### src/rtl/hex_scan_driver_pkg.sv
// Shared constants for the 4-digit hex scan driver: digit count and
// active-low anode enable patterns.
package hex_scan_driver_pkg;

    localparam int NUM_DIGITS = 4;
    localparam int DIGIT_W    = $clog2(NUM_DIGITS);

    typedef logic [DIGIT_W-1:0] digit_t;

    localparam logic [3:0] AN_D0  = 4'b1110;
    localparam logic [3:0] AN_D1  = 4'b1101;
    localparam logic [3:0] AN_D2  = 4'b1011;
    localparam logic [3:0] AN_D3  = 4'b0111;
    localparam logic [3:0] AN_OFF = 4'b1111;

    function automatic logic [3:0] an_pattern(input digit_t d);
        case (d)
            2'd0:    an_pattern = AN_D0;
            2'd1:    an_pattern = AN_D1;
            2'd2:    an_pattern = AN_D2;
            2'd3:    an_pattern = AN_D3;
            default: an_pattern = AN_OFF;
        endcase
    endfunction

    function automatic logic [3:0] nibble_of(input logic [15:0] v, input digit_t d);
        case (d)
            2'd0:    nibble_of = v[3:0];
            2'd1:    nibble_of = v[7:4];
            2'd2:    nibble_of = v[11:8];
            default: nibble_of = v[15:12];
        endcase
    endfunction

endpackage

### src/rtl/hex_scan_driver_scan_prescaler.sv
// Slot-rate prescaler: counts 0..DIV-1 and flags the last cycle of each slot.
module scan_prescaler #(
    parameter int DIV = 50000
) (
    input  logic clk,
    input  logic rst,
    output logic slot_end
);

    localparam int CW = (DIV > 2) ? $clog2(DIV) : 1;

    logic [CW-1:0] count;

    assign slot_end = (count == CW'(DIV - 1));

    // NOTE: sequential state uses non-blocking assignments so every flop
    // samples pre-edge values, independent of block ordering.
    always_ff @(posedge clk) begin
        if (rst) begin
            count <= '0;
        end else if (slot_end) begin
            count <= '0;
        end else begin
            count <= count + CW'(1);
        end
    end

endmodule

### src/rtl/hex_scan_driver.sv
// Time-multiplexed 4-digit 7-segment scan driver with frame-synchronous
// double-buffered updates. Define LEADING_ZERO_BLANK_EN to blank leading zeros.
module hex_scan_driver
    import hex_scan_driver_pkg::*;
#(
    parameter int DIV = 50000
) (
    input  logic        clk,
    input  logic        rst,
    input  logic        load,
    input  logic [15:0] value,
    output logic        ready,
    output logic [0:3]  hex,
    output logic [3:0]  an,
    output logic [1:0]  digit,
    output logic        frame_tick
);

    logic        slot_end;
    logic        wrap;
    logic        commit;
    logic        blank;
    digit_t      digit_next;
    logic [15:0] shown;
    logic [15:0] shown_next;
    logic [15:0] pend;
    logic        pending;

    scan_prescaler #(.DIV(DIV)) u_prescaler (
        .clk      (clk),
        .rst      (rst),
        .slot_end (slot_end)
    );

    assign wrap   = slot_end && (digit == 2'd3);
    assign commit = wrap && pending;
    assign ready  = ~pending;

    // Outputs are computed from next-state digit/shown so the registered
    // hex/an line up with the registered digit index.
    // NOTE: every always_comb output gets a default first so no path
    // leaves it unassigned and a latch cannot be inferred.
    always_comb begin
        digit_next = digit;
        shown_next = shown;
        blank      = 1'b0;
        if (slot_end) begin
            digit_next = digit + 2'd1;
        end
        if (commit) begin
            shown_next = pend;
        end
`ifdef LEADING_ZERO_BLANK_EN
        case (digit_next)
            2'd3:    blank = (shown_next[15:12] == 4'h0);
            2'd2:    blank = (shown_next[15:8]  == 8'h00);
            2'd1:    blank = (shown_next[15:4]  == 12'h000);
            default: blank = 1'b0;
        endcase
`endif
    end

    // NOTE: the display buffers are ordinary registers, so they are reset
    // explicitly; a mid-frame reset must discard any pending value.
    always_ff @(posedge clk) begin
        if (rst) begin
            digit      <= '0;
            shown      <= '0;
            pend       <= '0;
            pending    <= 1'b0;
            hex        <= 4'h0;
            an         <= AN_D0;
            frame_tick <= 1'b0;
        end else begin
            digit      <= digit_next;
            shown      <= shown_next;
            frame_tick <= wrap;
            hex        <= nibble_of(shown_next, digit_next);
            an         <= blank ? AN_OFF : an_pattern(digit_next);
            // A load on the commit cycle refills pend and keeps pending set.
            if (load) begin
                pend    <= value;
                pending <= 1'b1;
            end else if (commit) begin
                pending <= 1'b0;
            end
        end
    end

endmodule

### config.mk
export PLATFORM = sky130hd
export DESIGN_NAME = hex_scan_driver
export DESIGN_NICKNAME = d
export VERILOG_FILES = /design/src/rtl/hex_scan_driver_pkg.sv /design/src/rtl/hex_scan_driver_scan_prescaler.sv /design/src/rtl/hex_scan_driver.sv
export SDC_FILE = /design/constraint.sdc
export NUM_CORES = 1
export LEC_CHECK = 0
export CORE_MARGIN = 2
export CORE_UTILIZATION = 44
export CTS_BUF_LIST = sky130_fd_sc_hd__clkbuf_8
export DETAILED_ROUTE_END_ITERATION = 12
export PLACE_DENSITY = 0.73
export SLEW_MARGIN = 5
export SYNTH_ARGS = -nofsm -noshare
export SYNTH_HDL_FRONTEND = slang
export SYNTH_SLANG_ARGS = --single-unit
### constraint.sdc
create_clock -name clk -period 4.98 [get_ports clk]
set_clock_uncertainty 0.15 [all_clocks]
set_input_delay 1.245 -clock clk [delete_from_list [all_inputs] [get_ports clk]]
set_output_delay 1.245 -clock clk [all_outputs]
set_load 0.01 [all_outputs]
-- After elaboration in Yosys (flattened, before gate mapping)
Cells that the tools add are included.
- word-level logic and storage cells: 27
- bits of input ports: 19
- output and inout port bits: 12
- flip-flop bits (word level): 60
- bitwise gates (word level): 1
- add/sub/neg operators: 2
- multiplexer cells: 6
- reduce and logical (&&, ||, !) cells: 5
- eq/ne operators: 5
- operators by type and width (kind ; number):
    $add 16x1->16 const B ; 1
    $eq 16x16->1 const B ; 1
    $mux 16 ; 1
    $pmux 4 s4 ; 1
    $pmux 4 s3 ; 1
    $eq 2x2->1 const B ; 3
    $add 2x1->2 const B ; 1
    $eq 2x1->1 const B ; 1
    $logic_and 1x1->1 ; 2
    $logic_not 2->1 ; 1
    $mux 1 ; 2
    $mux 2 ; 1
    $reduce_bool 2->1 ; 1
    $reduce_or 2->1 ; 1
    $not 1->1 ; 1

-- Longest topological paths before layout
- depth in word-level cells: 5
- mapped depth: 9
- depth with buffers taken out: 6

-- Hierarchy
A second synthesis with hierarchy kept.
- cell total of the unflattened synthesis: 242
- area total of the unflattened synthesis: 2362.3 um2
- by module, submodules not included (module ; cells each ; times used ; seq. area each (um2) ; area each (um2)):
    hex_scan_driver ; 161 ; 1 ; 880.8 ; 1651.6
    scan_prescaler ; 81 ; 1 ; 320.3 ; 710.7

-- Least setup slack after synthesis
OpenSTA, ideal clock, no wires.
- path kind: input port to flip-flop
- from: input port load
- to: register pend[15]
- arrival: 2.146 ns
- stages on the path: 4
- required time: 4.702 ns
- slack: 2.556 ns
- buffers on the path: 2
- library setup time: 0.128 ns
- path through: clkbuf_1 -> buf_2 -> mux2i_1 -> nor2_1
- RTL lines (item ; line ; source):
    start, declared ; hex_scan_driver.sv:10 ; input logic load,
    end signal, assigned ; hex_scan_driver.sv:82 ; pend <= value;
    end, declared ; hex_scan_driver.sv:26 ; logic [15:0] pend;

-- Worst setup path after layout
- from: register digit[0]
- to: output port digit[0]
- RTL lines (item ; line ; source):
    start, declared ; hex_scan_driver.sv:15 ; output logic [1:0] digit,
    start signal, assigned ; hex_scan_driver.sv:75 ; digit <= digit_next;
No word-level cell between the ends.

==> run_results.csv <==
group,metric,value,unit
sta,max_freq,0.338,GHz
worst_setup_path,cp.arrival,1.56,ns
pwr,swShare,21.9,%
sta,setup_tns,0,ns
drt,vias,2159,
flow_run,maxCapViolations,0,
sta,slew_violations,0,
synth,synth_area_leaders,"dfxtp_1, mux2i_1, nand2_1",
worst_setup_path,endpoint_kind,"output pin",
finish,fill_cells,546,
pwr,pwr-share-comb,4.9,%
die,io_pins,31,
place,routabilityCongestion,0.788,
sta,rsz0062_at_grt,"no",
worst_setup_path,worstPathCellList,"clkdlybuf4s50_1",
drt,ant_nets,0,
synth,syn_avg_cell_area,8.96,µm²
synth,synth-seq-area-share,43.5,%
die,rows,28,
die,start_util,46.1,%
run_status,outcome,"completed",
finish,finalCoreUtilization,53.3,%
worst_setup_path,critical-path-top-delay-family,"buffers and inverters",
finish,antenna_cells,0,
worst_setup_path,cp_slowest_cell,"clkdlybuf4s50_1",
worst_setup_path,worstPathMaxFanout,15,
drt,remaining_drc_errors,0,
die,dieArea,0.00692,mm²
finish,area_delta_synth_final,15.7,%
drt,drt_iter0_markers,109,
pwr,power_leakage,1.19,nW
finish,layout_common_cells,"dfxtp_1, nand2_1, nor2_1, clkdlybuf4s50_1, mux2i_1",
worst_setup_path,critical-path-max-stage-delay,0.63,ns
worst_setup_path,critPathBufInv,1,
synth,synth_edf_count,0,
drt,vias_per_cell,5.27,
finish,nNetsFinal,352,
sta,whs,0.304,ns
synth,synth_area_leader_cell,"dfxtp_1",
global_routing,grt-ovfl-total,0,
sta,setup_viol,0,
clock_network,cts_root_buf,"clkbuf_8",
synth,syn_inst,308,
synth,syn_area,0.00276,mm²
clock_network,cts_max_path_buffers,2,
clock_network,htreeDepth,3,
clock_network,cts_tree,"built",
die,coreArea,0.00599,mm²
hold_path,holdCritPathClass,"reg -> reg",
synth,yosysTopAreaCellShare,43.5,%
finish,drive_gt1_share,8.06,%
synth,synth.distinct_cells,44,
sta,hold_violations,0,
pwr,pwr-share-seq,54.5,%
synth,async_reset_ff_share,0,%
clock_network,post-cts-setup-buffer-count,0,
drt,wire_per_inst,12.9,µm
clock_network,postCtsHoldBufs,0,
sta,period_share,59.4,%
place,dp_hpwl,3570,µm
pwr,power_density,287,mW/mm²
synth,synth_flop_cell,"dfxtp_1",
global_routing,antenna_found_initial,0,
pwr,pwr-share-clk,40.6,%
clock_network,numCtsBuffers,9,
synth,ys_warn_count,0,
pwr,p_int,0.715,mW
pwr,power.switching,0.200,mW
clock_network,post_cts_resized,0,
global_routing,grt_pass1_vias,1997,
global_routing,grt_pass1_wl,9220,µm
worst_setup_path,cp-start-kind,"flip-flop",
drt,drt-total-wl,5270,µm
pwr,ir_drop,0.000165,V
global_routing,grt_max_degree,45,
global_routing,grtUsageTotal,16.1,%
clock_network,cts_sinks,60,
drt,drtPass1Iterations,4,
clock_network,clk_pin_slew,0.06,ns
worst_setup_path,worst-setup-path-type,"reg -> out",
place,post_dp_cell_area,0.00302,mm²
synth,syn_nets,329,
sta,relSlewSlack,32.5,%
finish,layout.cells.most_common,"dfxtp_1",
place,port_buffers,30,
sta,fin_crit,2.96,ns
sta,worstMarginPinSlew,1.01,ns
die,dieHeight,83.2,µm
worst_setup_path,cp.required,3.59,ns
die,die_width,83.2,µm
clock_network,clock_latency,0.33,ns
synth,ys_ff_latch,60,
finish,finish.instance_area,0.00319,mm²
==> state kept, by name, summed over array words and instances (netlist names) <==
register,count
u_prescaler.count,16
hex,4
frame_tick,1
an,4
digit,2
shown,16
pend,16
pending,1
==> worst reg2reg max path: cells and delay by family, from the launching register on <==
family	cells	cell delay [ns]
multiplexers	1	0.38
adder cells (fa/ha/maj)	1	0.21
flip-flops	1	0.36
AO/OA/AOI/OAI	1	0.29
AND/OR/NAND/NOR	3	1.19
==> metal layers <==
metal	global-route usage, %	up-vias	wire length (µm)
li1	-	1103	-
met1	20.9	1009	2410
met2	25.8	38	2560
met3	3.98	9	216
met4	6.41	0	87
met5	0	-	0
==> per-stage QoR <==
stage          setup WS (ns)  power (mW)  instances
6_report                2.02       0.916        410
2_1_floorplan           2.56       0.534        308
4_1_cts                 2.01       0.926        410
3_3_place_gp            1.98       0.554        395
5_1_grt                 1.94       0.958        410
3_5_place_dp            1.94       0.555        395
==> path summary, 6_finish.rpt <==
kind / startpoint / end / slack (ns) / cells after the start
setup reg to reg: u_prescaler.count[0] / hex[0] / 2.31 / 6
hold reg to reg: shown[6] / shown[6] / 0.30 / 2
hold / removal: shown[6] / shown[6] / 0.30 / 2
setup / recovery: digit[0] / digit[0] / 2.02 / 1
==> synth_stat cells (all sizes together) (4+ instances only) <==
cell / instances
nand2b: 9
nand4: 6
buf: 11
nor3: 5
mux2: 5
a21oi: 24
mux2i: 26
and4: 4
clkbuf: 9
nand3: 8
xnor2: 4
xor2: 10
nor2: 43
dfxtp: 60
nand2: 48
==> cell families (layout without fill, tap and decap cells) <==
kind of cell / Yosys count / in the layout / synth area share (%)
AO/OA/AOI/OAI: 43 / 43 / 9.57
XOR/XNOR: 14 / 14 / 4.44
adder cells (fa/ha/maj): 2 / 2 / 0.907
buffers and inverters: 23 / 50 / 5.67
flip-flops: 60 / 60 / 43.5
multiplexers: 31 / 31 / 12.1
AND/OR/NAND/NOR: 135 / 135 / 23.8
==> final cells by class <==
| class | count | area (µm²) | area share (%) |
|---|---|---|---|
| Inverter | 3 | 11.3 | 0.353 |
| Timing Repair Buffer | 32 | 315 | 9.88 |
| Clock buffer | 11 | 151 | 4.74 |
| Multi-Input combinational cell | 225 | 1400 | 43.9 |
| Tap cell | 75 | 93.8 | 2.94 |
| Sequential cell | 60 | 1200 | 37.6 |
| Clock inverter | 4 | 17.5 | 0.549 |
==> power by group through the flow <==
stage	Sequential [mW]	Clock [mW]	Combinational, mW
after global routing	0.500	0.408	0.0500
after detailed placement	0.510	0	0.0454
final	0.499	0.372	0.0451
after global placement	0.509	0	0.0449
after CTS	0.499	0.381	0.0457
after floorplan	0.507	0	0.0269
Note: power is estimated with default switching activity, not from simulation.
